File: src/rtl/load_store_unit.sv
// Load/store unit: turns a MEM-stage access into a single-beat data-memory bus
// transaction with byte-lane steering on stores and lane extraction/extension on loads.
package load_store_unit_pkg;
  typedef enum logic [1:0] {
    BYTE      = 2'b00,
    HALF_WORD = 2'b01,
    WORD      = 2'b10
  } mem_size_t;
endpackage

module load_store_unit
  import load_store_unit_pkg::*;
#(
  parameter int unsigned ADDR_W = 32
) (
  input  logic              clk,
  input  logic              rst,
  input  logic              ex_req,
  input  logic              ex_wr_en,
  input  mem_size_t         ex_size,
  input  logic              ex_zero_extend,
  input  logic [ADDR_W-1:0] ex_addr,
  input  logic [31:0]       ex_wdata,
  output logic              lsu_stall,
  output logic              lsu_misaligned,
  output logic [31:0]       lsu_rdata,
  output logic              lsu_rdata_valid,
  output logic              dmem_bus_req,
  output logic              dmem_bus_we,
  output logic [ADDR_W-1:0] dmem_bus_addr,
  output logic [3:0]        dmem_bus_be,
  output logic [31:0]       dmem_bus_wdata,
  input  logic              dmem_bus_gnt,
  input  logic              dmem_bus_rvalid,
  input  logic [31:0]       dmem_bus_rdata
);

  localparam logic [1:0] S_IDLE = 2'd0;
  localparam logic [1:0] S_REQ  = 2'd1;
  localparam logic [1:0] S_WAIT = 2'd2;

  logic [1:0]  state;
  mem_size_t   r_size;
  logic        r_zext;
  logic [1:0]  r_off;

  logic        legal;
  logic [3:0]  be_next;
  logic [31:0] wdata_next;
  logic [7:0]  lane_byte;
  logic [15:0] lane_half;
  logic [31:0] load_ext;
  logic        accept;

  // Alignment check plus store lane steering, decoded straight from the EX inputs.
  always_comb begin
    legal      = 1'b0;
    be_next    = '0;
    wdata_next = ex_wdata;
    case (ex_size)
      BYTE: begin
        legal      = 1'b1;
        be_next    = 4'b0001 << ex_addr[1:0];
        wdata_next = {4{ex_wdata[7:0]}};
      end
      HALF_WORD: begin
        legal      = ~ex_addr[0];
        be_next    = ex_addr[1] ? 4'b1100 : 4'b0011;
        wdata_next = {2{ex_wdata[15:0]}};
      end
      WORD: begin
        legal      = (ex_addr[1:0] == 2'b00);
        be_next    = 4'b1111;
        wdata_next = ex_wdata;
      end
      default: begin
        legal      = 1'b0;
        be_next    = '0;
        wdata_next = ex_wdata;
      end
    endcase
  end

  assign accept = (state == S_IDLE) && ex_req && legal;

  always_ff @(posedge clk) begin
    if (rst) begin
      state          <= S_IDLE;
      dmem_bus_we    <= 1'b0;
      dmem_bus_addr  <= '0;
      dmem_bus_be    <= '0;
      dmem_bus_wdata <= '0;
      r_size         <= BYTE;
      r_zext         <= 1'b0;
      r_off          <= '0;
    end else begin
      case (state)
        S_IDLE: begin
          if (accept) begin
            state          <= S_REQ;
            dmem_bus_we    <= ex_wr_en;
            dmem_bus_addr  <= {ex_addr[ADDR_W-1:2], 2'b00};
            dmem_bus_be    <= be_next;
            dmem_bus_wdata <= wdata_next;
            r_size         <= ex_size;
            r_zext         <= ex_zero_extend;
            r_off          <= ex_addr[1:0];
          end
        end
        S_REQ: begin
          if (dmem_bus_gnt) begin
            state <= dmem_bus_we ? S_IDLE : S_WAIT;
          end
        end
        S_WAIT: begin
          if (dmem_bus_rvalid) begin
            state <= S_IDLE;
          end
        end
        default: state <= S_IDLE;
      endcase
    end
  end

  // Load lane selection uses the offset captured at issue, not the live EX address.
  always_comb begin
    case (r_off)
      2'd0:    lane_byte = dmem_bus_rdata[7:0];
      2'd1:    lane_byte = dmem_bus_rdata[15:8];
      2'd2:    lane_byte = dmem_bus_rdata[23:16];
      default: lane_byte = dmem_bus_rdata[31:24];
    endcase
    lane_half = r_off[1] ? dmem_bus_rdata[31:16] : dmem_bus_rdata[15:0];
    case (r_size)
      BYTE:      load_ext = {{24{~r_zext & lane_byte[7]}}, lane_byte};
      HALF_WORD: load_ext = {{16{~r_zext & lane_half[15]}}, lane_half};
      default:   load_ext = dmem_bus_rdata;
    endcase
  end

  always_comb begin
    lsu_misaligned  = 1'b0;
    lsu_stall       = 1'b0;
    lsu_rdata_valid = 1'b0;
    dmem_bus_req    = 1'b0;
    if (!rst) begin
      case (state)
        S_IDLE: begin
          lsu_misaligned = ex_req && !legal;
          lsu_stall      = accept;
        end
        S_REQ: begin
          dmem_bus_req = 1'b1;
          lsu_stall    = !(dmem_bus_gnt && dmem_bus_we);
        end
        S_WAIT: begin
          lsu_stall       = !dmem_bus_rvalid;
          lsu_rdata_valid = dmem_bus_rvalid;
        end
        default: ;
      endcase
    end
    lsu_rdata = lsu_rdata_valid ? load_ext : '0;
  end

endmodule

File: config.mk
export PLATFORM = sky130hd
export DESIGN_NAME = load_store_unit
export DESIGN_NICKNAME = d
export VERILOG_FILES = /design/src/rtl/load_store_unit.sv
export SDC_FILE = /design/constraint.sdc
export NUM_CORES = 1
export LEC_CHECK = 0
export ABC_AREA = 1
export CORE_ASPECT_RATIO = 0.75
export CORE_UTILIZATION = 40
export CTS_CLUSTER_SIZE = 28
export DETAILED_ROUTE_END_ITERATION = 16
export GPL_TIMING_DRIVEN = 0
export PLACE_DENSITY_LB_ADDON = 0.05
export SLEW_MARGIN = 20
export SYNTH_ARGS = -nofsm -noshare
export SYNTH_HDL_FRONTEND = slang
export SYNTH_SLANG_ARGS = --single-unit
export TNS_END_PERCENT = 5
File: constraint.sdc
create_clock -name clk -period 2.05 [get_ports clk]
set_input_delay 0.41 -clock clk [delete_from_list [all_inputs] [get_ports clk]]
set_output_delay 0.41 -clock clk [all_outputs]
set_load 0.005 [all_outputs]
After elaboration in Yosys (flattened, before gate mapping):

Cells that the tools add are included.

* register bits: 74
* input port bits: 105
* word-level logic and storage cells: 58

* equal/unequal tests: 10
* shift-type cells: 1
* multiplexer cells: 21
* bitwise gates (word level): 4
* reduce and logical (&&, ||, !) cells: 14

Operators by type and width (number)
* $pmux 32 s2: 2
* $mux 32: 1
* $pmux 8 s3: 1
* $mux 16: 1
* $pmux 4 s3: 1
* $logic_not 2->1: 5
* $eq 2x1->1 const B: 4
* $mux 2: 4
* $mux 1: 7
* $eq 2x2->1 const B: 3
* $ne 2x2->1 const B: 3
* $pmux 1 s3: 2
* $pmux 2 s3: 1
* $logic_and 1x1->1: 4
* $mux 4: 1
* $shl 1x2->4 const A: 1
* $logic_not 1->1: 3
* $reduce_and 3->1: 1
* $and 1x1->1: 2
* $not 1->1: 2
* $reduce_and 2->1: 1

Logic depth before layout (Yosys ltp):

Gate-level depths: netlist of run 1.

* depth in word-level cells: 6
* mapped depth: 10

Least setup slack after synthesis of run 1:

Ideal clock, no wire load.

* path kind: flip-flop to output port
* start: reg r_size[1]
* end: out lsu_rdata[21]
* data arrival time: 1241 ps
* required time: 1640 ps
* slack: 399 ps
* stages on the path, launching flop included: 11
* buffers on the path: 3
* cell sequence: dfxtp_1 buf_6 inv_2 buf_6 nand2_4 inv_2 nand3_1 nand3_4 nand2_4 buf_12 nor2_4

* word-level cells in the longest chain between the ends: 3
* elaborated cells on any way between the ends: 4
* classes of those cells: eq/ne: 1; mux: 2; reduce/logical: 1

Ends and longest elaborated chain
* from (decl): RTL line 43 `mem_size_t r_size;`
* from (signal assigned): RTL line 105 `r_size <= ex_size;`
* $eq 2x1->1 / $logic_not 2->1 (equally long branches): RTL line 134 `case (r_size)`
* $pmux 32 s2 (*): RTL line 134
* $mux 32 (*): RTL line 163 `lsu_rdata = lsu_rdata_valid ? load_ext : '0;`
* to (decl): RTL line 26 `output logic [31:0] lsu_rdata,`

Every way passes the cells marked *; elsewhere a longest branch is shown, timed or not.

Final worst setup path of run 1:

* start: reg r_off[1]
* end: out lsu_rdata[1]

* word-level cells in the longest chain between the ends: 4
* elaborated cells on any way between the ends: 7
* classes of those cells: eq/ne: 2; mux: 4; reduce/logical: 1

Ends and longest elaborated chain
* from (decl): RTL line 45 `logic [1:0] r_off;`
* from (signal assigned): RTL line 107 `r_off <= ex_addr[1:0];`
* $eq 2x2->1, or another cell as far along: RTL line 127 `case (r_off)`
* $pmux 8 s3: RTL line 127
* $pmux 32 s2 (*): RTL line 134
* $mux 32 (*): RTL line 163

Marked as above.

==> reports/results.ini, run 1 <==
[sta]
setup_viol=27
finalClockSkew_ns=0.00500
fin_crit_sh_pct=108
final_hold_viol_count=0
final_max_slew_viol_count=0
fin_crit_ns=2.22
holdWs_ns=0.463
timing.fmax_mhz=450
tightest_slew_ns=0.634
finalWorstSetupSlack_ns=-0.174
rsz0062_at_grt=true
relSlewSlack_pct=57.7

[critical_path]
worstSetupEndpointType=primary output
cp.arrival_ns=1.81
start_kind=flop
cpLargestDelayFamily=buffers and inverters
cp_cell_sequence=buf_8 > buf_4 > buf_6 > buf_6 > nor2_4 > o211ai_1 > o211ai_1 > a21oi_1 > buf_2
cp_slowest_cell=dfxtp_2
max_stage_delay_ns=0.36
cp_num_buf_inv=5
critical_path_required_ns=1.64
crit_type=reg2out
path_max_fanout=4

[logic_synthesis]
synth-edff-count=0
ys.flop_type=dfxtp_1
seq_area_frac_synth_pct=37.5
synthCells=592
yosys.area.top_type=dfxtp_1
ys_ff_latch=74
async_flop_share_pct=0
netlist_area_um2=3950
yosysUniqueCellTypes=29
synth_top_cells_by_area=dfxtp_1 (37%), nand2_1 (17%), a21oi_1 (13%), o21ai_0 (7.1%), nor2_1 (4.1%)
netlist.area_leader.share_pct=37.5
synth_warnings=0
syn_avg_cell_area_um2=6.68

[clock_tree]
cts.reportedPaths.clkPinSlew_ns=0.06
clock-root-buffer=clkbuf_16
clock-sinks=74
cts_made_buffers=9
cts_tree=built
cts_htree_levels=3
cts_max_path_buffers=2
clock_latency_ns=0.33

[power]
power_w=0.00420
p_leak_nw=2.87
power.density_nw_per_um2=617
ir_drop_uv=467

[detailed_routing]
wl_met2_mm=6.81
vias_per_cell=5.14
antenna_left=0
met3_length_mm=1.76
post-route-drc-count=0
wirelength_mm=15.4
maxUsedRoutingLayer=met4
drt_iter0_drc=350
drt_first_pass_iters=5
wl_per_cell_um=15.8
vias=4994
wl_met1_mm=6.42

[place]
place_ws_ns=-0.861
io_buffers=207
gp_congestion=0.889
dp_hpwl_mm=11.3

[finish]
fillers=836
mostFrequentLayoutCell=nand2_1
area_growth_pct=71.8
final_cell_mix=nand2_1 (169), clkdlybuf4s50_1 (163), a21oi_1 (102)
nets=939
drive_gt1_share_pct=19.0
fin_util_pct=70.6

[outcome]
violations=setup timing
outcome=complete, but fails checks

[global_routing]
track_usage_pct=29.2
grt_pass1_vias=4540
grt_overflow=0
grt_max_degree=20
antenna_found_initial=1
grt_pass1_wl_mm=22.7

[die]
pin_count=210
die_area_um2=10300
die_w_um=117
coreArea_um2=9620
start_util_pct=41.1
rows=31
die_y_um=88.1

[min_path]
min_path_type=reg2reg

[job]
cap_viol_max_count=0

==> metal layers <==
layer / track usage [%] / vias up
met4: 10.8 / 0
li1: - / 2415
met3: 10.5 / 41
met5: 0 / -
met2: 44.3 / 291
met1: 38.0 / 2247
==> worst paths after layout <==
check / startpoint / end / slack, ns / cells after the start
max: r_off[1] / lsu_rdata[1] / -0.17 / 9
min: dmem_bus_addr[21] / dmem_bus_addr[21] / 0.46 / 2
max reg2reg: state[1] / dmem_bus_wdata[26] / 0.50 / 9
min reg2reg: dmem_bus_addr[21] / dmem_bus_addr[21] / 0.46 / 2
==> synth_stat cells, types with 4 or more instances <==
| cell | count |
|---|---|
| a21oi_1 | 103 |
| dfxtp_1 | 74 |
| nor2_4 | 10 |
| o211ai_1 | 14 |
| nand2_1 | 175 |
| buf_2 | 16 |
| inv_1 | 38 |
| clkbuf_1 | 14 |
| nor2_1 | 43 |
| buf_4 | 4 |
| nand3_1 | 13 |
| inv_2 | 5 |
| o21ai_0 | 56 |
==> cell type report <==
class / count / area, µm² / share of cell area, %
inverters: 45 / 194 / 2.85
plain buffers: 37 / 249 / 3.66
diodes: 1 / 2.50 / 0.0368
well taps: 132 / 165 / 2.43
repair buffers: 231 / 2160 / 31.8
flip-flops and latches: 74 / 1490 / 21.9
multi-input cells: 436 / 2240 / 33.0
clock inverters: 6 / 67.6 / 0.994
clock buffers: 10 / 229 / 3.37
==> kinds of logic after synthesis <==
logic type | after synthesis | synth area share (%)
compound gates | 177 | 23.4
buf+inv | 83 | 10.2
flops | 74 | 37.5
other cells | 1 | 0.0948
simple gates | 257 | 28.9
==> through the flow <==
stage                     setup TNS, ns  instance area [µm²]  std cells
after floorplan                       0                 3960        593
after global placement           -21.77                 6190        932
after detailed placement         -23.39                 6190        932
after CTS                         -2.61                 6780        970
after global routing              -3.96                 6790        972
final                             -2.10                 6790        972
==> worst register-to-register path: cells and delay by family, from the launching register on <==
family          cells  cell delay, ns
flops               1            0.34
buf+inv             4            0.56
simple gates        3            0.29
compound gates      2            0.30
==> where the power goes <==
group          total, W  switching [W]  internal [W]
combinational   0.00107       0.000528      0.000545
sequential      0.00157      0.0000499       0.00152
clock           0.00155       0.000608      0.000944
total           0.00420        0.00119       0.00301
==> what timing repair did <==
action                     in CTS  in global routing
buffers inserted               22                  1
cloned                          1                  0
hold buffers                    0                  0
gates resized for setup       204                 19
pin swaps                      31                 11
setup endpoints to repair      36                 35
==> state kept, by name, summed over array words and instances (netlist names) <==
register and flops:
dmem_bus_addr 30, dmem_bus_be 4, dmem_bus_wdata 32, dmem_bus_we 1, r_off 2, r_size 2
r_zext 1, state 2
Power figures use the tool's default switching activity.
==> inputs of run 2 (changes only) <==
--- a/config.mk
+++ b/config.mk
@@ -7,6 +7,7 @@
 export LEC_CHECK = 0
 export ABC_AREA = 1
 export CORE_ASPECT_RATIO = 0.75
+export CORE_MARGIN = 2
 export CORE_UTILIZATION = 40
 export CTS_CLUSTER_SIZE = 28
 export DETAILED_ROUTE_END_ITERATION = 16
==> run 2 against run 1 <==
The run still ends with setup timing left. Flip-flop and latch count is the same. Clock power is essentially flat. Final area increased by 1.5%. Critical path depth is 1 higher. Hold slack barely moved. Power rose by 0.95%. Sequential power is essentially flat. Final cell count up 0.72%. Die area up 4.0%. Fmax down 3.4%. Routed wire length is 7.2% higher. Largest cell class unchanged.
==> reports/results.ini, run 2 (synthesis results as in run 1) <==
[place]
placed_cell_area_um2=6190  ; unchanged
dp_hpwl_mm=11.4  ; was 11.3 mm
place_ws_ns=-0.836  ; was -0.861 ns
gp_congestion=0.876  ; was 0.889
placedCellCount=932  ; unchanged
io_buffers=207  ; unchanged

[critical_path]
crit-reg2reg-capture=dmem_bus_be[3]  ; was dmem_bus_wdata[26]
cp.depth=10  ; was 9
cpLargestDelayFamily=buffers and inverters  ; unchanged
critical_path_required_ns=1.64  ; about the same
cp.arrival_ns=1.89  ; was 1.81 ns
timing.rr.start=state[1]  ; unchanged
cp_slowest_cell=clkdlybuf4s15_1  ; was dfxtp_2
critPathCapture=lsu_rdata[23]  ; was lsu_rdata[1]
cp_cell_sequence=clkdlybuf4s15_1 > inv_1 > o21ai_4 > nand3_4 > nand3_4 > nand2_8 > buf_16 > buf_6 > nor2_4 > buf_2  ; was buf_8 > buf_4 > buf_6 > buf_6 > nor2_4 > o211ai_1 > o211ai_1 > a21oi_1 > buf_2
critical_path.startpoint=dmem_bus_rdata[31]  ; was r_off[1]
worstSetupEndpointType=primary output  ; unchanged
ff2ff_setup_slack_ns=0.37  ; was 0.50 ns
max_stage_delay_ns=0.32  ; was 0.36 ns
cp_num_buf_inv=5  ; unchanged
start_kind=input port  ; was flop
r2r_cells=9  ; unchanged
critPathMostFrequentCell=nand3_4
crit_type=in2out  ; was reg2out
path_max_fanout=5  ; was 4

[clock_tree]
clock-sinks=74  ; unchanged
cts_htree_levels=3  ; unchanged
clock_latency_ns=0.33  ; about the same
holdBufCountCts=0  ; unchanged
cts_made_buffers=9  ; unchanged
cts_tree=built  ; unchanged
cts_max_path_buffers=2  ; unchanged
cts.reportedPaths.clkPinSlew_ns=0.06  ; about the same
clock-root-buffer=clkbuf_16  ; unchanged

[finish]
regMostFlops=dmem_bus_wdata  ; unchanged
area_growth_pct=74.5  ; was 71.8%
largest_reg_flops=32  ; unchanged
seq_area_um2=1490  ; about the same
nets=947  ; was 939
final_cells=979  ; was 972
diodes=0  ; was 1
mostFrequentLayoutCell=nand2_1  ; unchanged
fillers=799  ; was 836
multi_input_area_um2=2280  ; was 2240 µm²
design_area_um2=6900  ; was 6790 µm²
fin_util_pct=71.7  ; was 70.6%
drive_gt1_share_pct=20.0  ; was 19.0%
final_cell_mix=nand2_1 (170), clkdlybuf4s50_1 (162), a21oi_1 (102)  ; was nand2_1 (169), clkdlybuf4s50_1 (163), a21oi_1 (102)
top_regs=dmem_bus_wdata (32), dmem_bus_addr (30), dmem_bus_be (4)  ; unchanged

[detailed_routing]
vias=5156  ; was 4994
wirelength_mm=16.5  ; was 15.4 mm
drt_iter0_drc=479  ; was 350
post-route-drc-count=0  ; unchanged
vias_per_cell=5.27  ; was 5.14
wl_per_cell_um=16.8  ; was 15.8 µm
drt_first_pass_iters=5  ; unchanged
antenna_left=0  ; unchanged

[power]
p_leak_nw=2.92  ; was 2.87 nW
ir_drop_uv=495  ; was 467 µV
power_w=0.00423  ; was 0.00420 W
power.density_nw_per_um2=614  ; was 617 nW/µm²

[sta]
fin_crit_ns=2.30  ; was 2.22 ns
finalClockSkew_ns=0.00421  ; was 0.00500 ns
rsz0062_at_grt=true  ; unchanged
finalWorstSetupSlack_ns=-0.252  ; was -0.174 ns
timing.fmax_mhz=434  ; was 450 MHz
fin_crit_sh_pct=112  ; was 108%
final_hold_viol_count=0  ; unchanged
relSlewSlack_pct=60.9  ; was 57.7%
setup_viol=32  ; was 27
tightest_slew_ns=0.586  ; was 0.634 ns
final_max_slew_viol_count=0  ; unchanged

[global_routing]
grt_max_degree=20  ; unchanged
track_usage_pct=28.7  ; was 29.2%
grt_pass1_wl_mm=24.6  ; was 22.7 mm
antenna_found_initial=0  ; was 1
grt_pass1_vias=4982  ; was 4540
grt_overflow=0  ; unchanged

[die]
die_w_um=119  ; was 117 µm
die_y_um=90.1  ; was 88.1 µm
pin_count=210  ; unchanged
rows=31  ; unchanged
coreArea_um2=9620  ; unchanged
die_area_um2=10700  ; was 10300 µm²
start_util_pct=41.1  ; unchanged

[min_path]
min_path_type=reg2reg  ; unchanged
hold_depth=2  ; unchanged

[job]
cap_viol_max_count=0  ; unchanged

[outcome]
violations=setup timing  ; unchanged
outcome=complete, but fails checks  ; unchanged

==> run 2: changes by cell type in the layout (fill, tap and decap cells not counted), sizes merged <==
cell and delta:
clkinvlp -1, clkdlybuf4s15 +2, buf +9, clkdlybuf4s50 -1
diode -1, clkinv -1
==> run 2: where the power goes <==
part           total (W)  switching, W  leakage [nW]  internal [W]
logic            0.00111      0.000547          2.17      0.000562
clock network    0.00155      0.000577         0.143      0.000976
registers        0.00157     0.0000526         0.606       0.00152
==> run 2: how the worst min path moves through the flow <==
stage                       from           endpoint  slack (ns)
2_1_floorplan  dmem_bus_addr[19]  dmem_bus_addr[19]        0.46
3_5_place_dp    dmem_bus_addr[9]   dmem_bus_addr[9]        0.46
3_3_place_gp   dmem_bus_addr[22]  dmem_bus_addr[22]        0.45
6_report        dmem_bus_addr[9]   dmem_bus_addr[9]        0.46
5_1_grt        dmem_bus_addr[31]  dmem_bus_addr[31]        0.48
4_1_cts         dmem_bus_addr[9]   dmem_bus_addr[9]        0.46
==> run 2: area by class of cell <==
class	count	area share [%]
plain buffers	37	3.55
clock buffers	12	3.57
clock inverters	4	0.744
inverters	45	2.88
multi-input cells	436	33.1
flip-flops and latches	74	21.6
well taps	132	2.39
repair buffers	239	32.2
==> run 2: repair_timing <==
item,4_1_cts,5_1_grt
pin swaps,18,20
buffers inserted,25,7
cloned,1,0
setup endpoints to repair,36,34
gates resized for setup,188,46
==> run 2: metal layers <==
layer | routed length [µm] | vias to the layer above | global-route usage [%]
met5 | 0 | - | 0
li1 | - | 2430 | -
met3 | 1700 | 52 | 9.26
met4 | 516 | 0 | 9.23
met1 | 6600 | 2372 | 36.0
met2 | 7640 | 302 | 46.6
==> run 2: through the flow <==
step / setup TNS (ns) / hold slack, ns
6_report: -3.52 / 0.463
5_1_grt: -5.79 / 0.477
4_1_cts: -1.10 / 0.463
3_5_place_dp: -22.71 / 0.456
3_3_place_gp: -22.03 / 0.451
2_1_floorplan: 0 / 0.460
==> run 2: tightest hold or removal path: cells and delay by family, from the launching register on <==
kind	cells	cell delay [ns]
compound gates	1	0.05
flops	1	0.31
simple gates	1	0.06
